<file path="config.mk">
export PLATFORM = sky130hd
export DESIGN_NAME = ascii_result_streamer
export DESIGN_NICKNAME = d
export VERILOG_FILES = /design/src/rtl/ascii_result_streamer.sv
export SDC_FILE = /design/constraint.sdc
export NUM_CORES = 1
export LEC_CHECK = 0
export BUFFER_PORTS_ARGS = -buffer_cell sky130_fd_sc_hd__buf_2
export CELL_PAD_IN_SITES_DETAIL_PLACEMENT = 1
export CELL_PAD_IN_SITES_GLOBAL_PLACEMENT = 1
export CORE_ASPECT_RATIO = 2
export CORE_UTILIZATION = 25
export CTS_BUF_LIST = sky130_fd_sc_hd__clkbuf_4 sky130_fd_sc_hd__clkbuf_8 sky130_fd_sc_hd__clkbuf_16
export DETAILED_ROUTE_END_ITERATION = 10
export GPL_ROUTABILITY_DRIVEN = 0
export PLACE_DENSITY_LB_ADDON = 0.1
export RECOVER_POWER = 50
export SYNTH_ARGS = -nofsm -noshare
export SYNTH_HDL_FRONTEND = slang
export SYNTH_SLANG_ARGS = --single-unit
</file>
<file path="constraint.sdc">
create_clock -name clk -period 2.78 [get_ports clk]
set_input_delay 0.278 -clock clk [delete_from_list [all_inputs] [get_ports clk]]
set_output_delay 0.278 -clock clk [all_outputs]
set_load 0.02 [all_outputs]
</file>
<file path="src/rtl/ascii_result_streamer.sv">
// ascii_result_streamer: strips leading pad characters from a right-justified ASCII
// result and streams the remaining bytes over a valid/ready byte interface.
module ascii_result_streamer #(
  parameter int          NCHARS      = 16,
  parameter logic [7:0]  PAD_CHAR    = 8'h20,
  parameter bit          APPEND_TERM = 1'b1,
  parameter logic [7:0]  TERM_CHAR   = 8'h0A
) (
  input  logic                clk,
  input  logic                rst,
  input  logic                load,
  input  logic [8*NCHARS-1:0] result,
  input  logic                out_ready,
  output logic [7:0]          out_data,
  output logic                out_valid,
  output logic                busy,
  output logic                done
);

  localparam int            IW   = (NCHARS > 1) ? $clog2(NCHARS) : 1;
  localparam logic [IW-1:0] LAST = IW'(NCHARS - 1);

  typedef enum logic [1:0] {
    IDLE = 2'd0,
    SCAN = 2'd1,
    SEND = 2'd2,
    TERM = 2'd3
  } state_t;

  state_t              state_r, state_s;
  logic [IW-1:0]       idx_r, idx_s;
  logic [8*NCHARS-1:0] buf_r, buf_s;
  logic [7:0]          cur_s;
  logic [7:0]          out_data_r, out_data_s;
  logic                out_valid_r, out_valid_s;
  logic                busy_r, busy_s;
  logic                done_r, done_s;

  // Character i counts from the left, so index 0 lives in the MSB byte.
  function automatic logic [7:0] char_at(input logic [8*NCHARS-1:0] b, input logic [IW-1:0] i);
    char_at = b[8*(NCHARS-1-int'(i)) +: 8];
  endfunction

  function automatic logic is_pad(input logic [7:0] c);
    is_pad = (c == PAD_CHAR) || (c == 8'h00);
  endfunction

  // State, index, buffer and output registers
  always_ff @(posedge clk) begin
    if (rst) begin
      state_r     <= IDLE;
      idx_r       <= {IW{1'b0}};
      buf_r       <= {(8*NCHARS){1'b0}};
      out_data_r  <= 8'h00;
      out_valid_r <= 1'b0;
      busy_r      <= 1'b0;
      done_r      <= 1'b0;
    end else begin
      state_r     <= state_s;
      idx_r       <= idx_s;
      buf_r       <= buf_s;
      out_data_r  <= out_data_s;
      out_valid_r <= out_valid_s;
      busy_r      <= busy_s;
      done_r      <= done_s;
    end
  end

  // Next state, character index and buffer capture
  always_comb begin
    state_s = state_r;
    idx_s   = idx_r;
    buf_s   = buf_r;
    cur_s   = char_at(buf_r, idx_r);
    case (state_r)
      IDLE: begin
        if (load) begin
          state_s = SCAN;
          idx_s   = {IW{1'b0}};
          buf_s   = result;
        end else begin
          state_s = IDLE;
        end
      end
      SCAN: begin
        if (!is_pad(cur_s)) begin
          state_s = SEND;
        end else if (idx_r == LAST) begin
          state_s = APPEND_TERM ? TERM : IDLE;
        end else begin
          idx_s = idx_r + IW'(1);
        end
      end
      SEND: begin
        if (out_valid_r && out_ready) begin
          if (idx_r == LAST) begin
            state_s = APPEND_TERM ? TERM : IDLE;
          end else begin
            idx_s = idx_r + IW'(1);
          end
        end else begin
          state_s = SEND;
        end
      end
      TERM: begin
        if (out_valid_r && out_ready) begin
          state_s = IDLE;
        end else begin
          state_s = TERM;
        end
      end
      default: state_s = IDLE;
    endcase
  end

  // Output values are computed from the upcoming state so they register with it
  always_comb begin
    out_valid_s = 1'b0;
    out_data_s  = 8'h00;
    busy_s      = (state_s != IDLE);
    done_s      = 1'b0;
    case (state_s)
      SEND: begin
        out_valid_s = 1'b1;
        out_data_s  = char_at(buf_s, idx_s);
      end
      TERM: begin
        out_valid_s = 1'b1;
        out_data_s  = TERM_CHAR;
      end
      IDLE: done_s = (state_r != IDLE);
      default: out_valid_s = 1'b0;
    endcase
  end

  assign out_data  = out_data_r;
  assign out_valid = out_valid_r;
  assign busy      = busy_r;
  assign done      = done_r;

endmodule

</file>
# Word-level counts from Yosys, hierarchy flattened
# Index checks and enable logic that the tools add are counted.
# totals
regBits,145
elab_cells,44
# classes
add_sub_neg,3
n_eq_ne,7
shifts,2
muxes,15
bitwise_logic,1
n_reduce_logical,9
# ops
cell,count
$mux W128,2
$shiftx A128 B8 Y8,2
$mux W4,4
$pmux W8 S2,1
$pmux W4 S3,1
$sub A4 B4 Y5 const A,2
$eq A2 B2 Y1 const B,4
$eq A8 B6 Y1 const B,1
$logic_not A8 Y1,1
$mux W2,4
$pmux W2 S4,1
$add A4 B1 Y4 const B,1
$eq A4 B4 Y1 const B,1
$logic_not A2 Y1,2
$reduce_bool A2 Y1,2
$reduce_or A2 Y1,2
$eq A2 B1 Y1 const B,1
$mux W1,2
$logic_and A1 B1 Y1,1
$logic_or A1 B1 Y1,1
$not A1 Y1,1

# Longest topological paths before layout
# Gate-level depths: netlist (run 1).
# depth
ltp_word,9
ltp_mapped,14
mapped_depth_nobuf,11

# Least setup slack after synthesis (run 1)
# No wires, ideal clock.
# synth_path
path_type,reg-to-reg
start,register idx_r[1]
end,register out_data_r[0] (netlist: out_data[0])
setup_ps,122
arrival_ps,2898
t_required_ps,2658
path_slack_ps,-240
stages_incl_launch_ff,13
path_buffers,2
period_less_slack_ps,3020
cell_sequence,dfxtp_1 > buf_2 > or4b_1 > o211ai_1 > nor4b_2 > a32oi_2 > nor3b_2 > nor2_4 > buf_4 > mux2_2 > o22ai_1 > o221ai_1 > a221o_1
# synth_via
elab_chain_cells,9
word_cells_on_any_way,21
classes_between,add/sub: 3; eq/ne: 4; shift: 2; mux: 10; reduce/logical: 2
# synth_rtl
item,line,rtl
from (decl),31,"logic [IW-1:0] idx_r, idx_s;"
from (signal assigned),52,idx_r <= {IW{1'b0}};
from (signal assigned),60,idx_r <= idx_s;
$sub A4 B4 Y5,41,char_at = b[8*(NCHARS-1-int'(i)) +: 8];
$shiftx A128 B8 Y8,41,
$eq A8 B6 Y1 or $logic_not A8 Y1 (tied branches),45,is_pad = (c == PAD_CHAR) || (c == 8'h00);
$logic_or A1 B1 Y1,45,
$mux W4,86,if (!is_pad(cur_s)) begin
$pmux W4 S3,75,case (state_r)
$sub A4 B4 Y5,41,
$shiftx A128 B8 Y8,41,
$pmux W8 S2 (*),122,case (state_s)
to (signal assigned),62,out_data_r <= out_data_s;
to (decl),34,"logic [7:0] out_data_r, out_data_s;"
# Mark *: on every way between the ends. The rest lies on a longest branch, timed or not.
# A chain may end at the register's enable or synchronous reset.

# Worst setup path in the final report (run 1)
# layout_path
start,register buf_r[81]
end,register out_data_r[4] (netlist: out_data[4])
# layout_via
elab_chain_cells,8
word_cells_on_any_way,13
classes_between,add/sub: 1; eq/ne: 3; shift: 2; mux: 5; reduce/logical: 2
# layout_rtl
item,line,rtl
from (decl),32,"logic [8*NCHARS-1:0] buf_r, buf_s;"
from (signal assigned),53,buf_r <= {(8*NCHARS){1'b0}};
from (signal assigned),61,buf_r <= buf_s;
$shiftx A128 B8 Y8 (*),41,
$eq A8 B6 Y1 or $logic_not A8 Y1 (tied branches),45,
$logic_or A1 B1 Y1 (*),45,
$mux W4,86,
$pmux W4 S3,75,
$sub A4 B4 Y5,41,
$shiftx A128 B8 Y8,41,
$pmux W8 S2 (*),122,
# Marked as above.

==> results of run 1 <==
==> cell usage after synthesis (all sizes together), types with 7 or more instances <==
cell / instances
clkbuf: 52
o32ai: 7
o22ai: 9
dfxtp: 145
nor3: 19
a31oi: 11
inv: 11
a21oi: 146
nor2: 48
and3: 10
nand3: 17
mux2: 15
nor4: 14
nand2: 313
o21ai: 26
buf: 27
mux2i: 22
==> routing by layer <==
metal,part of all wire [%],up-vias,routed length (um)
met5,0,-,0
met4,7.2,0,2520
met3,2.1,81,749
met2,57,184,20000
met1,33,4012,11700
li1,-,4088,-
==> worst max-delay path by stage <==
stage                               from                     end  slack, ns  cells after the start
floorplan            idx_r[1]$_SDFF_PP0_  out_data[0]$_SDFF_PP0_      -0.18                     12
global placement     idx_r[0]$_SDFF_PP0_  out_data[5]$_SDFF_PP0_      -0.94                     14
detailed placement   idx_r[0]$_SDFF_PP0_  out_data[0]$_SDFF_PP0_      -0.85                     14
CTS                 buf_r[81]$_SDFF_PP0_  out_data[5]$_SDFF_PP0_      -0.44                     11
global route        buf_r[81]$_SDFF_PP0_  out_data[0]$_SDFF_PP0_      -0.55                     12
finish              buf_r[81]$_SDFF_PP0_  out_data[4]$_SDFF_PP0_      -0.47                     13
==> through the flow <==
stage / hold WS (ns) / utilization [%] / power (mW) / TNS, ns / setup slack, ns
floorplan: 0.406 / - / 5.78 / -1.17 / -0.179
global placement: 0.453 / 34.2 / 8.48 / -6.69 / -0.937
detailed placement: 0.456 / 34.2 / 8.52 / -6.40 / -0.852
CTS: 0.0242 / 37.9 / 11.9 / -3.24 / -0.439
global route: 0.0443 / 38.4 / 12.6 / -4.59 / -0.547
finish: 0.0444 / 38.4 / 12.0 / -3.52 / -0.468
==> what timing repair did <==
action / in CTS / in global routing
gates cloned: 2 / 0
endpoints found under the setup margin: 11 / 11
pin swaps: 32 / 18
hold endpoints to repair: 0 / 0
setup buffers: 17 / 2
resized for setup: 81 / 30
==> cell type report <==
cell class | count | area, um2 | area share, %
flip-flops and latches | 145 | 2910 | 26.3
clock inverters | 13 | 161 | 1.46
repair buffers | 374 | 2600 | 23.5
clock buffers | 19 | 447 | 4.05
multi-input cells | 756 | 4430 | 40.2
inverters | 11 | 41.3 | 0.374
well taps | 360 | 450 | 4.08
==> critical path: stages, from the launching register on <==
cell and delay, ns:
dfxtp_2 0.32, or4_4 0.52, or3_4 0.33, a31o_1 0.21, buf_6 0.13, o32a_4 0.21
and2_4 0.18, buf_4 0.13, buf_4 0.15, o32ai_1 0.12, nand2_1 0.09, nand4_1 0.25
o221ai_2 0.19, a221o_1 0.31
==> power by group <==
part,internal (mW),leakage (nW),switching (mW)
Combinational,3.12,3.13,3.81
Sequential,2.43,1.19,0.240
Clock,1.44,0.289,0.981
Total,6.99,4.61,5.03
==> state kept, by name, summed over array words and instances (netlist names) <==
| signal | flops |
|---|---|
| busy | 1 |
| done | 1 |
| out_data | 8 |
| idx_r | 4 |
| state_r | 2 |
| buf_r | 128 |
| out_valid | 1 |
==> kinds of logic after synthesis <==
kind of cell	Yosys count	synth area share, %
flops	145	39.7
fa+ha+maj	1	0.171
simple gates	457	27.0
xor+xnor	1	0.120
compound gates	259	22.2
mux	37	5.33
buf+inv	90	5.45
==> flow_summary.ini, run 1 <==
[global_route]
met2_usage_pct = 46.6
grt_pass1_vias = 8931
globalRouteMet3Util_pct = 2.79
use_met1_pct = 21.5
grtUsageTotal_pct = 24.1
grt-busiest-layer = met2
grt_antenna_before_repair = 0
gr-total-overflow = 0
grt_max_degree = 94
grt_pass1_wl_um = 51600

[timing]
drv_slew = 0
timing.fmax_ghz = 0.308
tightest_slew_ns = 0.991
finClkSkew_ns = 0.00753
rsz0062_at_grt = yes
post-route-period-util_pct = 117
hold_viol = 0
finalCriticalPeriod_ns = 3.25
fin_ws_ns = -0.468
relSlewSlack_pct = 33.9
final-setup-viol-count = 9

[min_path]
holdPathEnd = buf_r[25]$_SDFF_PP0_
holdPathStages = 3
worstHoldPathType = in -> reg
worstHoldStart = result[25]

[synth]
async_flop_share_pct = 0
yosysSeqAreaShare_pct = 39.7
syn_area_um2 = 7310
netlist_instances = 990
synth_top_area_cell = dfxtp_1
synth_nets = 1123
syn_avg_cell_area_um2 = 7.38
synth_warnings = 0
synth_edf_count = 0
yosys-top-cells-area = dfxtp_1 40%, nand2_1 16%, a21oi_1 9.9%
ys_dominant_reg_cell = dfxtp_1
ys_types = 71
ys_ff_latch = 145
synth_top_area_share_pct = 39.7

[place]
dpl_cell_area_um2 = 9820
dp_hpwl_um = 27500
placedCellCount = 1626
port_buffers = 142

[final_layout]
final_cell_mix = 309 x nand2_1, 201 x buf_4, 142 x a21oi_1, 142 x dfxtp_1, 130 x buf_2
antennaDiodeCount = 0
area_delta_synth_final_pct = 51.0
nets = 1438
fill_cells = 3547
drive_gt1_share_pct = 36.6
final_common_cell = nand2_1
instances_no_fill = 1678
final_area_um2 = 11000

[power]
irDropWorstVdd_mv = 0.475
powerDensity_nw_per_um2 = 1090
leakagePower_nw = 4.61

[setup_path]
reg2reg_slack_ns = -0.47
arrival_ns = 3.60
cp.required_ns = 3.14
timing.rr.start = buf_r[81]$_SDFF_PP0_
reg2reg_depth = 13
endpoint_kind = flip-flop
crit_path_max_fanout = 5
rr_endpoint = out_data[4]$_SDFF_PP0_
crit_path_start_kind = flip-flop
path_class = reg -> reg

[cts]
cts_tree = done
hold_buffers = 0
clockRootBuffer = clkbuf_16
clk_latency_ns = 0.47
numCtsBuffers = 17
cts_sinks = 145
clk_pin_slew_ns = 0.06
clockBufferDepth = 2
cts_max_level = 4

[routing]
first_iter_violations = 290
drc = 0
wire_per_inst_um = 20.8
vias = 8365
ant_nets = 0
wirelength_um = 34900
first_pass_iters = 4
vias_per_cell = 4.99

[die]
ios = 143
dieHeight_um = 244
dieArea_um2 = 30000
start_util_pct = 25.4
coreArea_um2 = 28700
die_w_um = 123
num_rows = 88

[status]
run_status = finished, violations left
violations = setup timing

[run]
drv_cap = 0
(Power assumes the default switching activity.)
==> run 2: changes to the inputs <==
Settings changed: CORE_UTILIZATION 25 to 36.
==> flow_summary.ini, run 2 (same netlist as run 1, synthesis figures left out) <==
[status]
run_status = finished, violations left
violations = setup timing

[place]
port_buffers = 142
placedCellCount = 1517
dp_hpwl_um = 24100

[timing]
hold_viol = 0
fin_ws_ns = -0.490
final-setup-viol-count = 10
rsz0062_at_grt = yes
tightest_slew_ns = 0.805
relSlewSlack_pct = 46.3
drv_slew = 0
timing.fmax_ghz = 0.306
finClkSkew_ns = 0.00953
finalCriticalPeriod_ns = 3.27
post-route-period-util_pct = 118

[cts]
clk_latency_ns = 0.43
cts_max_level = 4
cts_sinks = 145
clockRootBuffer = clkbuf_16
cts_tree = done
numCtsBuffers = 17
clockBufferDepth = 2
clk_pin_slew_ns = 0.06

[routing]
vias = 8649
wirelength_um = 32400
drc = 0
wire_per_inst_um = 20.7
first_pass_iters = 5
first_iter_violations = 274
ant_nets = 0
vias_per_cell = 5.52

[power]
leakagePower_nw = 4.49
total_power_mw = 10.9
irDropWorstVdd_mv = 0.515
powerDensity_nw_per_um2 = 1030

[min_path]
holdPathStages = 3
worstHoldPathType = in -> reg

[die]
die_w_um = 103
coreArea_um2 = 19900
dieHeight_um = 203
ios = 143
dieArea_um2 = 20900
num_rows = 73
start_util_pct = 36.7

[run]
drv_cap = 0

[global_route]
gr-total-overflow = 0
grt_pass1_wl_um = 48100
grt_max_degree = 121
grtUsageTotal_pct = 31.4
grt_antenna_before_repair = 1
grt_pass1_vias = 9041

[final_layout]
final_common_cell = nand2_1
regMostFlops = buf_r
utilization_pct = 53.2
fill_cells = 2581
final_cell_mix = 309 x nand2_1, 198 x buf_4, 141 x a21oi_1, 141 x dfxtp_1, 130 x buf_2
drive_gt1_share_pct = 35.3
nets = 1425
instances_no_fill = 1567
area_delta_synth_final_pct = 44.9
largest_reg_flops = 128

[setup_path]
reg2reg_depth = 11
crit_path_max_fanout = 8
cp.required_ns = 3.09
path_class = reg -> reg
arrival_ns = 3.58
crit_path_start_kind = flip-flop
endpoint_kind = flip-flop
run 2: changes by cell type in the layout (fill, tap and decap cells not counted), moves of 4 or more:
cell | before | now
buf_8 | 5 | 0
o22ai_2 | 5 | 1
mux2i_1 | 17 | 22
o21ai_1 | 8 | 3
o22ai_1 | 2 | 8
mux2i_2 | 4 | 0
run 2: final timing paths:
kind,start,endpoint,slack (ns)
hold / removal,result[53],buf_r[53]$_SDFF_PP0_,0.08
hold reg to reg,buf_r[37]$_SDFF_PP0_,buf_r[37]$_SDFF_PP0_,0.47
setup reg to reg,buf_r[81]$_SDFF_PP0_,out_data[5]$_SDFF_PP0_,-0.49
setup / recovery,buf_r[81]$_SDFF_PP0_,out_data[5]$_SDFF_PP0_,-0.49
run 2: layout make-up:
type	count	area, um2	share of cell area (%)
Clock buffer	19	447	4.22
Multi-Input combinational cell	756	4290	40.5
Timing Repair Buffer	361	2460	23.2
Inverter	11	41.3	0.390
Antenna cell	1	2.50	0.0236
Clock inverter	12	111	1.05
Sequential cell	145	2910	27.5
Tap cell	262	328	3.10
run 2: repair_timing:
action,4_1_cts,5_1_grt
pin swaps,19,11
gates resized for setup,59,17
endpoints found under the setup margin,10,12
buffers inserted,10,8
gates cloned,1,0
hold buffers,0,0
run 2: worst max-delay path: stages (launching register included):
cell and delay [ns]:
dfxtp_2 0.33, or4_4 0.53, or3_1 0.32, a31o_1 0.25, buf_6 0.13, o32a_4 0.25
and2_4 0.18, buf_4 0.19, o32a_1 0.33, o21ai_0 0.17, o211ai_1 0.15, a221o_1 0.32
run 2: stage by stage:
step	TNS, ns	hold slack (ns)	instance area [um2]	setup WS, ns
6_report	-3.81	0.0809	10600	-0.490
5_1_grt	-5.42	0.0876	10600	-0.597
4_1_cts	-3.45	0.0743	10400	-0.458
3_5_place_dp	-5.52	0.457	9590	-0.875
3_3_place_gp	-4.97	0.458	9590	-0.787
2_1_floorplan	-1.17	0.406	7340	-0.179
run 2: power breakdown:
part	internal (mW)	switching, mW	leakage, nW
clock network	1.26	0.957	0.257
logic	2.54	3.49	3.05
registers	2.43	0.248	1.19
run 2: metal layers:
metal	up-vias	GRT usage, %	wire [um]
met5	-	0	0
met4	0	29.2	3350
met3	155	3.91	991
met2	309	58.2	17400
met1	4131	28.1	10700
li1	4054	-	-
==> run 3: changes to the inputs <==
Settings changed: CELL_PAD_IN_SITES_DETAIL_PLACEMENT 1 to not set, CELL_PAD_IN_SITES_GLOBAL_PLACEMENT 1 to not set, CORE_UTILIZATION 36 to 50, PLACE_DENSITY set to 0.76, PLACE_DENSITY_LB_ADDON 0.1 to not set.
==> flow_summary.ini, run 3 (same netlist as run 1, synthesis figures left out) <==
[status]
run_status = finished, violations left
violations = setup timing

[timing]
finClkSkew_ns = 0.0112
finalCriticalPeriod_ns = 3.50
final-setup-viol-count = 12
drv_slew = 0
post-route-period-util_pct = 126
relSlewSlack_pct = 27.0
timing.fmax_ghz = 0.286
hold_viol = 0
setup-tns-final_ns = -5.59
hold_slack_ns = 0.0869
fin_ws_ns = -0.720
tightest_slew_ns = 1.09
rsz0062_at_grt = yes

[setup_path]
crit_top_cell = buf_4
crit_path_start_kind = flip-flop
endpoint_kind = flip-flop
cp.required_ns = 3.09
reg2reg_slack_ns = -0.72
timing.rr.start = idx_r[1]$_SDFF_PP0_
rr_endpoint = out_data[7]$_SDFF_PP0_
path_class = reg -> reg
reg2reg_depth = 16
crit_path_max_fanout = 6
arrival_ns = 3.81
crit_chain = buf_4 > nor4b_2 > buf_4 > a211oi_4 > nor4b_4 > a32oi_2 > buf_4 > a21oi_4 > buf_4 > buf_4 > buf_4 > o32ai_1 > nand2_1 > nand4_1 > o221ai_2 > a221o_1
max_stage_delay_ns = 0.34
crit_slowest_cell = a221o_1

[die]
ios = 143
die_w_um = 87.5
num_rows = 62
dieHeight_um = 173
coreArea_um2 = 14400
start_util_pct = 50.9
dieArea_um2 = 15100

[routing]
vias_per_cell = 6.00
drc = 0
wirelength_um = 30100
first_iter_violations = 996
ant_nets = 0
wire_per_inst_um = 20.3
first_pass_iters = 6
vias = 8908

[place]
pre_cts_ws_ns = -0.878
placedCellCount = 1441
port_buffers = 142
dp_hpwl_um = 19300

[power]
combPwrFrac_pct = 55.9
leakagePower_nw = 4.48
seqPwrFrac_pct = 22.9
powerDensity_nw_per_um2 = 1110
power.internal_mw = 6.89
irDropWorstVdd_mv = 0.743
p_switching_mw = 4.80
p_sw_share_pct = 41.1
p_clk_share_pct = 21.2
total_power_mw = 11.7

[cts]
clk_pin_slew_ns = 0.06
numCtsBuffers = 17
clockBufferDepth = 2
cts_sinks = 145
hold_buffers = 0
clockRootBuffer = clkbuf_16
cts_tree = done
cts_max_level = 4
clk_latency_ns = 0.43

[final_layout]
antennaDiodeCount = 0
area_delta_synth_final_pct = 44.7
fill_cells = 1054
instances_no_fill = 1485
final_common_cell = nand2_1
regMostFlops = buf_r
drive_gt1_share_pct = 35.6
final_cell_mix = 306 x nand2_1, 188 x buf_4, 143 x dfxtp_1
nets = 1414
largest_reg_flops = 128

[min_path]
holdPathEnd = buf_r[17]$_SDFF_PP0_
worstHoldStart = result[17]
holdPathStages = 3
worstHoldPathType = in -> reg

[global_route]
grt_pass1_wl_um = 44100
grt_pass1_vias = 8582
grt_antenna_before_repair = 0
grtUsageTotal_pct = 39.3
grt_max_degree = 150
gr-total-overflow = 0

[run]
drv_cap = 0
-- run 3: how the worst max path moves through the flow --
stage                               startpoint                endpoint  slack [ns]  cells past startpoint
after global placement     idx_r[2]$_SDFF_PP0_  out_data[2]$_SDFF_PP0_       -0.82                     13
after CTS                 buf_r[86]$_SDFF_PP0_  out_data[5]$_SDFF_PP0_       -0.44                     13
after floorplan            idx_r[1]$_SDFF_PP0_  out_data[0]$_SDFF_PP0_       -0.18                     12
after detailed placement   idx_r[2]$_SDFF_PP0_  out_data[4]$_SDFF_PP0_       -0.88                     13
final                      idx_r[1]$_SDFF_PP0_  out_data[7]$_SDFF_PP0_       -0.72                     16
after global routing       idx_r[1]$_SDFF_PP0_  out_data[3]$_SDFF_PP0_       -0.76                     15
-- run 3: through the flow --
step | utilization (%) | instance area [um2]
after floorplan | - | 7340
after global placement | 66.0 | 9470
after detailed placement | 66.0 | 9470
after CTS | 72.9 | 10500
after global routing | 73.7 | 10600
final | 73.7 | 10600
-- run 3: worst max-delay path, delay by kind of cell (launching register included) --
family	cells	cell delay, ns
simple gates	4	0.65
flops	1	0.33
compound gates	6	1.46
buf+inv	6	0.94
-- run 3: area by class of cell --
| class | count | area (um2) | share of cell area, % |
|---|---|---|---|
| multi-input combinational | 755 | 4340 | 41.1 |
| sequential | 145 | 2910 | 27.5 |
| timing repair buffer | 351 | 2400 | 22.7 |
| clock buffer | 21 | 480 | 4.54 |
| tap | 192 | 240 | 2.27 |
| clock inverter | 10 | 156 | 1.48 |
| inverter | 11 | 45.0 | 0.426 |
-- run 3: repair_timing --
action	CTS	global route
resized for setup	60	27
endpoints found under the setup margin	13	15
buffers inserted	11	1
pin swaps	33	7
hold endpoints to repair	0	0
cloned	2	0
-- run 3: power by group through the flow --
stage / Clock, mW / Combinational (mW) / Sequential (mW)
floorplan: 0 / 3.08 / 2.70
global placement: 0 / 5.19 / 2.67
detailed placement: 0 / 5.26 / 2.69
CTS: 2.48 / 5.99 / 2.66
global route: 2.57 / 6.80 / 2.70
finish: 2.48 / 6.54 / 2.67
-- run 3: layer usage --
| layer | vias to the layer above | GRT usage, % | wire length [um] |
|---|---|---|---|
| met4 | 0 | 35.5 | 3220 |
| met5 | - | 0 | 0 |
| met2 | 599 | 66.5 | 14900 |
| met3 | 245 | 8.40 | 2390 |
| li1 | 4030 | - | - |
| met1 | 4034 | 38.5 | 9580 |
